**config.mk**
```make
export PLATFORM = sky130hd
export DESIGN_NAME = reg_file_sweep
export DESIGN_NICKNAME = d
export VERILOG_FILES = /design/src/rtl/reg_file_sweep.sv
export SDC_FILE = /design/constraint.sdc
export NUM_CORES = 1
export LEC_CHECK = 0
export CORE_MARGIN = 2
export CORE_UTILIZATION = 24
export CTS_CLUSTER_SIZE = 14
export DETAILED_ROUTE_END_ITERATION = 12
export PLACE_DENSITY = 0.47
export SLEW_MARGIN = 20
export SYNTH_ARGS = -nofsm -noshare
export SYNTH_HDL_FRONTEND = slang
export SYNTH_SLANG_ARGS = --single-unit
```
**constraint.sdc**
```tcl
create_clock -name Clk -period 2.8 [get_ports Clk]
set_input_delay 0.56 -clock Clk [delete_from_list [all_inputs] [get_ports Clk]]
set_output_delay 0.56 -clock Clk [all_outputs]
set_load 0.05 [all_outputs]
```
**src/rtl/reg_file_sweep.sv**
```systemverilog
// reg_file_sweep: WIDTH x DEPTH register file, 2 comb read ports, bypassed write port, clear sweep engine.
// Define REG_ZERO_EN to hardwire entry 0 to zero.
module reg_file_sweep #(
  parameter int WIDTH = 32,
  parameter int DEPTH = 32,
  localparam int AW = $clog2(DEPTH)
) (
  input  logic                    Clk,
  input  logic                    Rst_n,
  input  logic [AW-1:0]           RR1,
  input  logic [AW-1:0]           RR2,
  input  logic [AW-1:0]           WR,
  input  logic signed [WIDTH-1:0] WD,
  input  logic                    WE,
  input  logic                    Clr,
  output logic signed [WIDTH-1:0] Out1,
  output logic signed [WIDTH-1:0] Out2,
  output logic                    Busy
);
`ifdef REG_ZERO_EN
  localparam logic ZERO_EN = 1'b1;
`else
  localparam logic ZERO_EN = 1'b0;
`endif
  typedef enum logic {IDLE, SWEEP} state_t;
  state_t state, state_nxt;
  logic [AW-1:0] cnt, cnt_nxt;
  logic signed [WIDTH-1:0] mem [DEPTH];
  logic wr_ok, mem_we;
  logic [AW-1:0] mem_wa;
  logic signed [WIDTH-1:0] mem_wd;
  always_ff @(posedge Clk or negedge Rst_n)
    if (!Rst_n) begin
      state <= SWEEP;
      cnt   <= '0;
    end else begin
      state <= state_nxt;
      cnt   <= cnt_nxt;
    end
  // DEPTH is a power of two, so cnt wraps back to 0 on the final sweep write
  always_comb begin
    state_nxt = state;
    cnt_nxt   = '0;
    if (state == SWEEP) begin
      cnt_nxt   = cnt + 1'b1;
      state_nxt = (cnt == AW'(DEPTH - 1)) ? IDLE : SWEEP;
    end else if (Clr) state_nxt = SWEEP;
  end
  always_comb begin
    Busy   = (state == SWEEP);
    wr_ok  = WE && !Busy && !(ZERO_EN && WR == '0);
    mem_we = Busy || wr_ok;
    mem_wa = Busy ? cnt : WR;
    mem_wd = Busy ? '0 : WD;
  end
  always_ff @(posedge Clk)
    if (mem_we) mem[mem_wa] <= mem_wd;
  always_comb begin
    Out1 = (Busy || (ZERO_EN && RR1 == '0)) ? '0 : (wr_ok && WR == RR1) ? WD : mem[RR1];
    Out2 = (Busy || (ZERO_EN && RR2 == '0)) ? '0 : (wr_ok && WR == RR2) ? WD : mem[RR2];
  end
endmodule

```
== Word level (Yosys, flattened, before mapping) ==
Memory sizes are Yosys's and may differ from the RTL's.
Cells that the tools add are included.

* RAM bits: 1024
* Memories: 1
* Flip-flop bits (word level): 6
* Logic and storage cells: 24
* Input port bits: 51

{| class="wikitable"
|+ Memories
! memory !! depth !! width !! rd ports !! clocked after Yosys merged registers in !! wr ports !! RTL line !! source
|-
| mem || 32 || 32 || 2 || 0 || 1 || 28 || <nowiki>logic signed [WIDTH-1:0] mem [DEPTH];</nowiki>
|}

* Muxes and demuxes: 12
* Eq/ne operators: 3
* Add/sub/neg operators: 1
* Reductions and logical operators: 5

{| class="wikitable"
|+ Operator list
! operator !! count
|-
| two-way mux 32 bit || 5
|-
| == test 5 bit || 2
|-
| two-way mux 5 bit || 2
|-
| adder 5 x 1 -> 5 bit, second input constant || 1
|-
| == test 5 bit, second input constant || 1
|-
| two-way mux 1 bit || 5
|-
| logical AND 1 bit || 3
|-
| logical NOT 1 bit || 1
|-
| logical OR 1 bit || 1
|}

== Depth between registers and ports, before layout ==
Gate-level depths: netlist of run 1.

* Word-level depth: 5
* Gate-level depth with buffers: 9
* Mapped depth without buffers: 5

== Worst setup path after synthesis of run 1 ==
No wires, ideal clock.

* Kind: input to output
* From: in RR1[2]
* To: out Out1[1]
* Stages: 8
* Setup slack: -0.696 ns
* Data arrival time: 2.936 ns
* Path through: buf_4 buf_6 buf_4 nor2_1 a22oi_1 nand2_1 mux4_2 o21ai_0

* Longest elaborated chain between the ends: 4
* Elaborated cells between the ends (all ways): 5

{| class="wikitable"
|+ Ends and longest elaborated chain
! item !! RTL line !! source
|-
| start: declaration || 10 || <nowiki>input logic [AW-1:0] RR1,</nowiki>
|-
| branches (longest 2 deep; another with memory (32 x 32 bit)) || -- ||
|-
| two-way mux 32 bit (*) (2 in series) || 59 || <nowiki>Out1 = (Busy || (ZERO_EN && RR1 == '0)) ? '0 : (wr_ok && WR == RR1) ? WD : mem[RR1];</nowiki>
|-
| end: declaration || 16 || <nowiki>output logic signed [WIDTH-1:0] Out1,</nowiki>
|}

Mark *: on every way between the ends.

==> results of run 1 <==
-- stage by stage --
stage / utilization / instance area, sq um / hold WS (ns) / power, mW
detailed placement: 0.2911 / 57580 / 0.5714 / 30.88
floorplan: - / 48020 / 0.2644 / 24.95
global route: 0.3294 / 65170 / 0.06403 / 47.51
CTS: 0.3229 / 63880 / 0.01786 / 46.16
finish: 0.3294 / 65170 / 0.06076 / 46.17
global placement: 0.2911 / 57580 / 0.5545 / 30.90
-- worst paths after layout --
check	endpoint	slack (ns)
setup / recovery	Out1[2]	-0.48
hold / removal	cnt[4]	0.06
setup reg to reg	mem[18][17]	0.06
hold reg to reg	cnt[0]	0.59
max in group asynchronous	Busy	2.47
min in group Clk	Busy	0.55
-- Yosys cell counts (6+ instances only) --
master and count:
edfxtp_1 1024, mux4_2 508, nand2b_1 10, a21oi_1 24, nor4_1 26, a221oi_1 6, o21ai_0 10, buf_1 7
xnor2_1 6, xor2_1 6, nor3_1 15, nand2_1 53, nand3b_1 6, buf_6 15, nand3_1 7, clkbuf_1 49
nor2b_1 51, a22oi_1 24, nor2_1 65, mux2i_1 66, a32o_1 12, o22ai_1 154, inv_1 7, a22o_1 37
a221o_1 8, buf_4 50, a211oi_1 13, buf_2 62
-- per-layer routing --
metal  vias up  routed length [um]
met4         0                6718
met1     16170               75510
li1      11900                   -
met2      1188               93390
met5         -                   0
met3       248               11230
-- sequential cells by signal, indices dropped and copies added (netlist names) --
register	cells
mem	1024
cnt	5
Busy	1
-- cell families after synthesis --
kind of cell	after synthesis
xor gates and xnor gates	12
buffers and inverters	192
adders and majority gates	2
muxes	579
AOI/OAI and AO/OA	316
and+or+nand+nor	262
DFF	1030
-- where the power goes --
group / switching, mW / total (mW) / leakage [nW] / internal, mW
Sequential: 0.785 / 20.2 / 9.61 / 19.4
Combinational: 6.71 / 11.6 / 10.3 / 4.88
Clock: 6.31 / 14.4 / 1.69 / 8.04
Total: 13.8 / 46.2 / 21.6 / 32.4
-- layout make-up --
cell class / count / share of cell area
Sequential cell: 1030 / 0.4743
Multi-Input combinational cell: 1171 / 0.2753
Timing Repair Buffer: 748 / 0.1464
Tap cell: 2640 / 0.05069
Clock buffer: 125 / 0.04278
Clock inverter: 74 / 0.009965
Inverter: 8 / 0.0005184
Antenna cell: 1 / 0.00003840
-- what timing repair did --
action,CTS,global route
resized for setup,357,160
cloned,23,5
buffers inserted,62,61
setup endpoints to repair,65,359
pin swaps,100,80
-- worst register-to-register path, cell delays in order (launching register included) --
cell	delay, ns
dfstp_4	0.67
buf_4	0.14
buf_12	0.15
buf_12	0.17
buf_4	0.20
mux2i_4	0.31
nand2_1	0.08
buf_4	0.18
nor2_4	0.13
buf_12	0.21
buf_12	0.19
==> qor.yml, run 1 <==
worst_setup_path:
  crit_type: "flip-flop to output port"
  cp_slowest_cell: "mux4_2"
  cp.depth: 5
  r2r_start: "Busy"
  cp.arrival_ns: 2.72
  crit_path_frequent_cell: "mux4_2"
  crit_path_max_incr_delay_ns: 0.49
  crit_chain: "mux4_2 > mux4_2 > nor2b_1 > a211o_1 > buf_12"
  r2r_cells: 10
  start_kind: "flip-flop"
  crit_buf_inv: 1
  startpoint: "mem[23][2]"
  cp_max_fo: 2
  critPathRequiredTime_ns: 2.24
  endpoint_kind: "output port"
  critical_path.top_delay_family: "multiplexers"
global_routing:
  track_usage: 0.1797
  grt_remaining_overflow: 0
  grt_pass1_vias: 30490
  grt.met1_usage: 0.2333
  antenna_found_initial: 5
  grtUsageMet2: 0.3092
  grt-busiest-layer: "met2"
  grt_max_degree: 33
  met3_usage: 0.02480
  grt_pass1_wl_mm: 254.8
sta:
  drv_slew: 0
  finClkSkew_ns: 0.01356
  fin_ws_ns: -0.4789
  hold_violations: 0
  worstMarginPinSlew_ns: 0.6491
  setup_viol: 64
  tns_ns: -20.00
  rsz0062_at_grt: "yes"
  finalCritPeriodShare: 1.171
  fmax_mhz: 305.0
  relSlewSlack: 0.5663
  finalCriticalPeriod_ns: 3.279
synth:
  ys.flop_type: "edfxtp_1"
  synthCells: 2393
  synthSimpleGateAreaFrac: 0.02798
  synth-adder-area-share: 0.0005230
  synth_cell_types: 58
  synthXorXnorAreaFrac: 0.002197
  ys_warn_count: 0
  yosysSeqAreaShare: 0.6458
  postSynthAreaPerCell_sq_um: 20.00
  synth_edf_count: 1024
  synth.area.top_cells: "edfxtp_1 (64%), mux4_2 (24%), o22ai_1 (2.0%), mux2i_1 (1.4%), buf_4 (0.78%)"
  syn_area_sq_um: 47850
  ys_ff_latch: 1030
  synth_compound_area_frac: 0.04641
  synthMuxAreaShare: 0.2541
  yosysTopAreaCellShare: 0.6426
  async_reset_ff_frac: 0.005825
  synth_fp_nets: 2446
  yosysTopAreaCell: "edfxtp_1"
  synth_top_family_by_area: "multiplexers"
floorplanning:
  die_w_um: 450.5
  start_util: 0.2419
  die_h_um: 450.5
  std_cell_rows: 163
  core-area_sq_um: 197800
  io_pins: 116
  dieArea_sq_um: 203000
clocking:
  cts_hold_buf: 0
  clkTransAtPathRegs_ns: 0.06
  clkLatencyLatePin_ns: 0.75
  clk_path_buf_depth: 3
  cts_root_buffer: "clkbuf_16"
  numCtsBuffers: 107
  cts_tree: "yes"
  h-tree-depth: 3
  cts_sinks: 1030
detailed_routing:
  via_per_inst: 5.090
  routedWlPerCell_um: 32.23
  routed_wl_mm: 186.8
  drt_iter0_drc: 3158
  ant_nets: 0
  vias: 29510
  drc: 0
  dr.pass1.iters: 7
status:
  violations: "setup timing"
  status: "finished, violations left"
power:
  leakagePower_nw: 21.60
  powerDensity_nw_per_um2: 708.6
  worst_ir_drop_vdd_v: 0.0005241
cells_and_area:
  nets: 3119
  drive_gt1_frac: 0.5345
  fill_cells: 18850
  layout_common_cells: "edfxtp_1 (1024), mux4_2 (508), buf_4 (380), buf_12 (204), clkbuf_16 (115)"
  layout_commonest_cell: "edfxtp_1"
  syn_to_final_growth_pct: 36.19
  register_area_sq_um: 30900
  finalNonFillerCells: 5797
  multi_input_area_sq_um: 17940
placed_design:
  hpwl_mm: 119.7
  gp_congestion: 0.8195
  post-place-cells: 5472
  io_buffers: 115
  dp_slack_ns: -0.9006
min_path:
  hold_class: "primary input to async pin"
job:
  max_cap_violations: 0
No activity file was read; power rests on OpenSTA's default activity.
==> run 2: changes to the inputs <==
clock period = 2.9 ns   (was 2.8 ns; I/O delays follow)
==> qor.yml, run 2 (same netlist as run 1, synthesis figures left out) <==
floorplanning:
  dieArea_sq_um: 203000  # unchanged
  start_util: 0.2419  # unchanged
  die_h_um: 450.5  # unchanged
  std_cell_rows: 163  # unchanged
  core-area_sq_um: 197800  # unchanged
  die_w_um: 450.5  # unchanged
  io_pins: 116  # unchanged
clocking:
  cts_tree: "yes"
  clkTransAtPathRegs_ns: 0.06  # about the same
  numCtsBuffers: 107  # unchanged
  cts_hold_buf: 0  # unchanged
  clkLatencyLatePin_ns: 0.78  # +0.03 ns
  clk_path_buf_depth: 3  # unchanged
  cts_root_buffer: "clkbuf_16"
  h-tree-depth: 3  # unchanged
  cts_sinks: 1030  # unchanged
global_routing:
  grt_pass1_wl_mm: 259.3  # +1.8%
  grt_remaining_overflow: 0  # unchanged
  grt_max_degree: 33  # unchanged
  track_usage: 0.1833  # +0.003575
  antenna_found_initial: 1  # -4
  grt_pass1_vias: 30460  # -0.12%
power:
  leakagePower_nw: 21.86  # +1.2%
  worst_ir_drop_vdd_v: 0.0004947  # -5.6%
  power.share.sequential: 0.434  # -0.004
  powerDensity_nw_per_um2: 682.5  # -3.7%
  switching_share: 0.3022  # +0.003061
  clkPwrFrac: 0.315  # +0.004
  power_mw: 44.98  # -2.6%
  p_sw_mw: 13.59  # -1.6%
  combPwrFrac: 0.251  # about the same
  intPower_mw: 31.39  # -3.0%
placed_design:
  post_dp_cell_area_sq_um: 58020  # +0.76%
  dp_slack_ns: -0.7909  # +0.1097 ns
  post-place-cells: 5488  # +0.29%
  io_buffers: 115  # unchanged
  hpwl_mm: 123.9  # +3.5%
  gp_congestion: 0.8162  # -0.40%
detailed_routing:
  drc: 0  # unchanged
  vias: 29820  # +1.1%
  routed_wl_mm: 189.9  # +1.7%
  met3_length_mm: 10.95  # -2.5%
  routedWlPerCell_um: 32.61  # +1.2%
  wl_met1_mm: 77.75  # +3.0%
  drt_iter0_drc: 3260  # +3.2%
  via_per_inst: 5.120  # +0.58%
  ant_nets: 0  # unchanged
  routed-wl-met2_mm: 95.29  # +2.0%
  dr.pass1.iters: 5  # -2
  top_layer_used: "met4"
worst_setup_path:
  start_kind: "flip-flop"
  r2r_start: "Busy"
  timing.rr.end: "mem[19][5]"
  cp_max_fo: 2  # unchanged
  critPathRequiredTime_ns: 2.32  # +0.08 ns
  endpoint_kind: "output port"
  cp.arrival_ns: 2.75  # +0.03 ns
  crit_type: "flip-flop to output port"
  r2r_setup_slack_ns: 0.17  # +0.11 ns
  r2r_cells: 8  # -2
job:
  max_cap_violations: 0  # unchanged
sta:
  setup_viol: 64  # unchanged
  rsz0062_at_grt: "yes"
  tns_ns: -15.31  # +4.686 ns
  worstMarginPinSlew_ns: 0.5960  # -0.05311 ns
  drv_slew: 0  # unchanged
  finClkSkew_ns: 0.05223  # +0.03867 ns
  fin_ws_ns: -0.4350  # +0.04393 ns
  fmax_mhz: 299.9
  finalCritPeriodShare: 1.150
  hold_violations: 0  # unchanged
  relSlewSlack: 0.5997  # +0.03334
  finalCriticalPeriod_ns: 3.335
  hold_ws_ns: 0.08611  # +0.02535 ns
cells_and_area:
  finalInstanceArea_sq_um: 65900  # +1.1%
  finalNonFillerCells: 5825  # +0.48%
  fill_cells: 18780  # -0.39%
  largest_register: "mem"
  drive_gt1_frac: 0.5443  # +0.009747
  register_area_sq_um: 30900  # unchanged
  largest_register_ffs: 1024  # unchanged
  multi_input_area_sq_um: 18170  # +1.3%
  syn_to_final_growth_pct: 37.73
  nets: 3147  # +0.90%
  fin_util: 0.3331  # +0.003712
  layout_commonest_cell: "edfxtp_1"
  layout_common_cells: "edfxtp_1 (1024), mux4_2 (508), buf_4 (376), buf_12 (213), clkbuf_16 (115)"
status:
  violations: "setup timing"
  status: "finished, violations left"
min_path:
  hold_class: "primary input to async pin"
run 2: area by class of cell:
type	instances	area share
sequential	1030	0.4690
timing repair buffer	776	0.1505
multi-input combinational	1171	0.2757
inverter	8	0.0004936
clock buffer	122	0.04181
clock inverter	77	0.01240
tap	2640	0.05012
antenna	1	0.00003797
run 2: power groups by stage:
stage / Clock [mW] / Combinational, mW / Sequential, mW
after detailed placement: 0 / 10.2 / 19.8
final: 14.2 / 11.3 / 19.5
after global placement: 0 / 10.2 / 19.8
after CTS: 14.4 / 11.1 / 19.5
after floorplan: 0 / 4.53 / 19.6
after global routing: 14.9 / 11.6 / 19.7
run 2: critical path: stages, from the launching register on:
cell and delay, ns:
edfxtp_1 0.39, mux4_2 0.49, mux4_2 0.49, nor2b_4 0.14, a211o_1 0.29, buf_6 0.18
run 2: worst max path at each step:
stage               start   endpoint  slack [ns]  cells after the start
2_1_floorplan        Busy  mem[4][0]       -0.44                      5
3_3_place_gp        WR[1]   Out2[15]       -0.81                      9
3_5_place_dp        WR[1]   Out2[25]       -0.79                      9
4_1_cts        mem[27][2]    Out1[2]       -0.48                      5
5_1_grt        mem[31][2]    Out1[2]       -0.50                      5
6_report       mem[31][2]    Out1[2]       -0.43                      5
run 2: repair_timing:
item | in CTS | in global routing
setup buffers | 88 | 53
resized for setup | 416 | 144
setup endpoints to repair | 65 | 64
cloned | 14 | 5
pin swaps | 91 | 75
run 2: layer usage:
layer / global-route usage / up-vias
met3: 0.02107 / 239
met2: 0.3156 / 1206
li1: - / 11970
met4: 0.05712 / 0
met1: 0.2409 / 16410
met5: 0 / -
